File: config.mk
export PLATFORM = sky130hd
export DESIGN_NAME = btn_debounce_bank
export DESIGN_NICKNAME = d
export VERILOG_FILES = /design/src/rtl/btn_debounce_bank.sv
export SDC_FILE = /design/constraint.sdc
export NUM_CORES = 1
export LEC_CHECK = 0
export ABC_CLOCK_PERIOD_IN_PS = 2600
export CAP_MARGIN = 20
export CORE_AREA = 2 2 211 161
export DETAILED_ROUTE_END_ITERATION = 7
export DIE_AREA = 0 0 213 163
export DONT_BUFFER_PORTS = 1
export HOLD_SLACK_MARGIN = 0.02
export PLACE_DENSITY_LB_ADDON = 0.15
export SLEW_MARGIN = 20
export SYNTH_ARGS = -nofsm -noshare
export SYNTH_HDL_FRONTEND = slang
export SYNTH_SLANG_ARGS = --single-unit
File: constraint.sdc
create_clock -name clk_i -period 2.6 [get_ports clk_i]
set_input_delay 0.52 -clock clk_i [delete_from_list [all_inputs] [get_ports clk_i]]
set_output_delay 0.52 -clock clk_i [all_outputs]
set_load 0.005 [all_outputs]
File: src/rtl/btn_debounce_bank.sv
// btn_debounce_bank
//
// Multi-channel button debouncer. Every channel synchronises its raw input,
// waits until the synchronised value has disagreed with the debounced level
// for STABLE_CYCLES consecutive cycles, and then flips the level. Each channel
// also emits one-cycle press, release and long-hold event pulses, so the game
// logic downstream can consume events directly.
//
// Ports:
//   clk_i      system clock, rising edge
//   rst_ni     synchronous active-low reset
//   btn_i      raw asynchronous button inputs (1 = pressed)
//   btn_db_o   debounced level per channel
//   press_o    one-cycle pulse when a channel's debounced level rises
//   release_o  one-cycle pulse when a channel's debounced level falls
//   hold_o     one-cycle pulse after HOLD_CYCLES cycles of continuous press

module btn_debounce_bank #(
  parameter int N_BTN         = 4,
  parameter int SYNC_STAGES   = 2,
  parameter int STABLE_CYCLES = 1000000,
  parameter int HOLD_CYCLES   = 50000000
) (
  input  logic             clk_i,
  input  logic             rst_ni,
  input  logic [N_BTN-1:0] btn_i,
  output logic [N_BTN-1:0] btn_db_o,
  output logic [N_BTN-1:0] press_o,
  output logic [N_BTN-1:0] release_o,
  output logic [N_BTN-1:0] hold_o
);

  localparam int CntW  = $clog2(STABLE_CYCLES + 1);
  localparam int HoldW = $clog2(HOLD_CYCLES + 1);

  localparam logic [CntW-1:0]  StableLast = CntW'(STABLE_CYCLES - 1);
  localparam logic [HoldW-1:0] HoldMax    = HoldW'(HOLD_CYCLES);
  localparam logic [HoldW-1:0] HoldPre    = HoldW'(HOLD_CYCLES - 1);

  // The FSM state doubles as the debounced level: Released = 0, Pressed = 1.
  typedef enum logic {
    Released = 1'b0,
    Pressed  = 1'b1
  } chanState_e;

  for (genvar i = 0; i < N_BTN; i++) begin : gChan
    logic [SYNC_STAGES-1:0] sync_q;
    logic [CntW-1:0]        stableCnt_q, stableCnt_d;
    logic [HoldW-1:0]       holdCnt_q, holdCnt_d;
    chanState_e             state_q, state_d;
    logic                   press_q, press_d;
    logic                   release_q, release_d;
    logic                   hold_q, hold_d;
    logic                   syncBtn;
    logic                   level;

    assign syncBtn = sync_q[SYNC_STAGES-1];
    assign level   = (state_q == Pressed);

    // Synchroniser shift register: the raw pin enters at bit 0 and the
    // last stage is the only value the debounce logic ever looks at.
    always_ff @(posedge clk_i) begin
      if (!rst_ni) begin
        sync_q <= '0;
      end else begin
        sync_q <= {sync_q[SYNC_STAGES-2:0], btn_i[i]};
      end
    end

    // Next-state logic. The stable counter only advances while the
    // synchronised input disagrees with the current level; a single cycle
    // of agreement clears it, so short bounces never reach the output.
    // Event pulses are computed from the upcoming transition so that they
    // are registered alongside the level flip. A release in the same cycle
    // the hold counter would saturate suppresses the hold pulse.
    always_comb begin
      state_d     = state_q;
      stableCnt_d = '0;
      holdCnt_d   = holdCnt_q;
      press_d     = 1'b0;
      release_d   = 1'b0;
      hold_d      = 1'b0;

      if (syncBtn != level) begin
        if (stableCnt_q == StableLast) begin
          state_d = level ? Released : Pressed;
        end else begin
          stableCnt_d = stableCnt_q + 1'b1;
        end
      end

      case (state_q)
        Released: begin
          holdCnt_d = '0;
          if (state_d == Pressed) begin
            press_d = 1'b1;
          end
        end
        Pressed: begin
          if (state_d == Released) begin
            release_d = 1'b1;
            holdCnt_d = '0;
          end else if (holdCnt_q != HoldMax) begin
            holdCnt_d = holdCnt_q + 1'b1;
            hold_d    = (holdCnt_q == HoldPre);
          end
        end
        default: begin
          state_d = Released;
        end
      endcase
    end

    // State, counters and event pulses all live in flops so no output has
    // a combinational path back to the pins.
    always_ff @(posedge clk_i) begin
      if (!rst_ni) begin
        state_q     <= Released;
        stableCnt_q <= '0;
        holdCnt_q   <= '0;
        press_q     <= 1'b0;
        release_q   <= 1'b0;
        hold_q      <= 1'b0;
      end else begin
        state_q     <= state_d;
        stableCnt_q <= stableCnt_d;
        holdCnt_q   <= holdCnt_d;
        press_q     <= press_d;
        release_q   <= release_d;
        hold_q      <= hold_d;
      end
    end

    assign btn_db_o[i]  = level;
    assign press_o[i]   = press_q;
    assign release_o[i] = release_q;
    assign hold_o[i]    = hold_q;
  end

endmodule
==> out/metrics.yaml <==
status: "completed"
tightestPinTransition_ns: 0.552
areaGrowthSynthToFinish_pct: 13.9
pin_count: 22
power_mw: 7.13
htree_levels: 1
grt_first_pass_wirelength_um: 35800
synth.area.top_cells: "dfxtp_1 43%, xor2_1 5.1%, nor2_1 4.8%"
dp_hpwl_um: 14100
start_util_pct: 29.5
vias: 7615
clock_latency_ns: 0.52
worstSetupEndpointType: "register"
syn_area_per_cell_um2: 8.62
antenna_found_initial: 0
required_ns: 3.07
die_w_um: 213
final_cell_area_um2: 11000
fin_skew_ns: 0.00802
drc_errors: 0
drive_above_1_share_pct: 7.99
synthDistinctLibCells: 54
rows: 58
cts_hold_buffers: 0
synth_edf_count: 0
post_drt_wl_per_cell_um: 13.2
ff_latch_area_um2: 4160
port-buffer-count: 0
min_period_ns: 2.19
clkTransAtPathRegs_ns: 0.06
synth_seq_cells: 208
wl_um: 20900
async_reset_ff_share_pct: 0
vdd_drop_max_mv: 0.402
synth_ff_type: "dfxtp_1"
p_per_area_nw_per_um2: 645
setup_viol: 0
drt_iter0_markers: 434
synth_seq_area_share_pct: 43.0
netlist_instances: 1124
min-delay-path-class: "input port to register"
grt_max_degree: 28
post_cts_buffers: 0
grt_overflow: 0
num-nets-final: 1127
fp.dieH_um: 163
hold_viol_final: 0
yosys-top-cells-count: "208 x dfxtp_1, 123 x nor2_1, 76 x a21oi_1"
root_buffer: "clkbuf_16"
cts_tree: "yes"
design.core.area_um2: 32900
ant_nets: 0
grt_pass1_vias: 7056
rsz0062_at_grt: "false"
post_drt_via_cell_ratio: 4.83
slew_headroom_pct: 62.3
cp-start-kind: "register"
multi_input_area_um2: 5070
syn-num-nets: 1142
final_cells: 1577
ctsResizeCount: 0
track_usage_pct: 12.3
dpl-instance-area_um2: 10100
crit_fanout: 8
clockBufferDepth: 3
cts_sinks: 208
fp.dieArea_um2: 34700
fmax_mhz: 456
maxSlewViolCount: 0
arrival_ns: 2.66
p_leak_nw: 3.17
crit_type: "register to register"
nFillCells: 3371
yosysTopAreaCell: "dfxtp_1"
yosysWarnings: 0
placedCellCount: 1533
n_antenna_cell: 0
synth_top_area_share_pct: 43.0
place.gp.congestion: 0.740
yosysMostFrequentCell: "dfxtp_1"
dr.pass1.iters: 4
timing.final.crit_share_pct: 84.3
timing.max_cap.violations: 0
cts_made_buffers: 24
tns_ns: 0
synth.cell_area_um2: 9690
## kinds of logic (layout without fill, tap and decap cells)
kind of cell,Yosys count,in the layout,synth area share (%)
xor+xnor,100,100,9.04
flops,208,208,43.0
buf+inv,102,105,4.84
mux,4,4,0.413
fa+ha+maj,12,12,1.55
simple gates,523,523,30.2
compound gates,175,175,11.0
## worst paths after layout
kind                              start                      to  slack [ns]  cells past startpoint
hold reg to reg      gChan[2].sync_q[0]      gChan[2].sync_q[1]        0.43                      1
setup / recovery  gChan[0].holdCnt_q[0]  gChan[0].holdCnt_q[24]        0.41                      5
hold / removal                   rst_ni      gChan[0].sync_q[0]        0.11                      1
setup reg to reg  gChan[0].holdCnt_q[0]  gChan[0].holdCnt_q[24]        0.41                      5
## critical path, cell delays in order, from the launching register on
cell and delay [ns]:
dfxtp_1 0.38, ha_1 0.21, nand3_2 0.18, or4_1 0.68
or4_4 0.56, a21oi_2 0.13
## power by group
part / internal [mW] / switching [mW]
logic: 0.00910 / 0.0177
clock network: 2.51 / 1.39
registers: 3.19 / 0.00595
## layout make-up
cell class	instances	share of cell area, %
inverter	41	1.39
tap	450	5.10
multi-input combinational	814	46.0
clock buffer	33	6.48
clock inverter	11	1.88
timing repair buffer	20	1.47
sequential	208	37.7
## through the flow
stage          hold slack, ns  setup WS, ns  utilization [%]
6_report                0.113         0.408             33.6
3_3_place_gp            0.420         0.470             30.8
4_1_cts                0.0874         0.412             33.6
3_5_place_dp            0.422         0.416             30.8
2_1_floorplan           0.412         0.470                -
5_1_grt                0.0892         0.250             33.6
## flip-flops by register name, indices dropped and copies added, names as in the netlist
signal,cells
gChan.sync_q,8
gChan.holdCnt_q,104
gChan.release_q,4
gChan.stableCnt_q,80
gChan.press_q,4
gChan.level,4
gChan.hold_q,4
## layout by cell type, fill, tap and decap left out, types with 32 or more instances in the layout
master | netlist | final
o21ai_0 | 44 | 44
xnor2_1 | 44 | 44
or4_1 | 32 | 32
or3_1 | 38 | 38
nand2_1 | 53 | 53
nand4_1 | 62 | 62
dfxtp_1 | 208 | 208
inv_1 | 41 | 41
a21oi_1 | 76 | 76
nand3_1 | 63 | 63
xor2_1 | 56 | 56
nor2_1 | 123 | 123
## metal layers
metal | up-vias | share of wire [%] | global-route usage [%]
met2 | 79 | 39 | 17.2
met5 | - | 0 | 0
li1 | 4042 | - | -
met4 | 0 | 1.6 | 2.83
met1 | 3477 | 55 | 18.6
met3 | 17 | 4.4 | 3.05
Power figures use the tool's default switching activity.
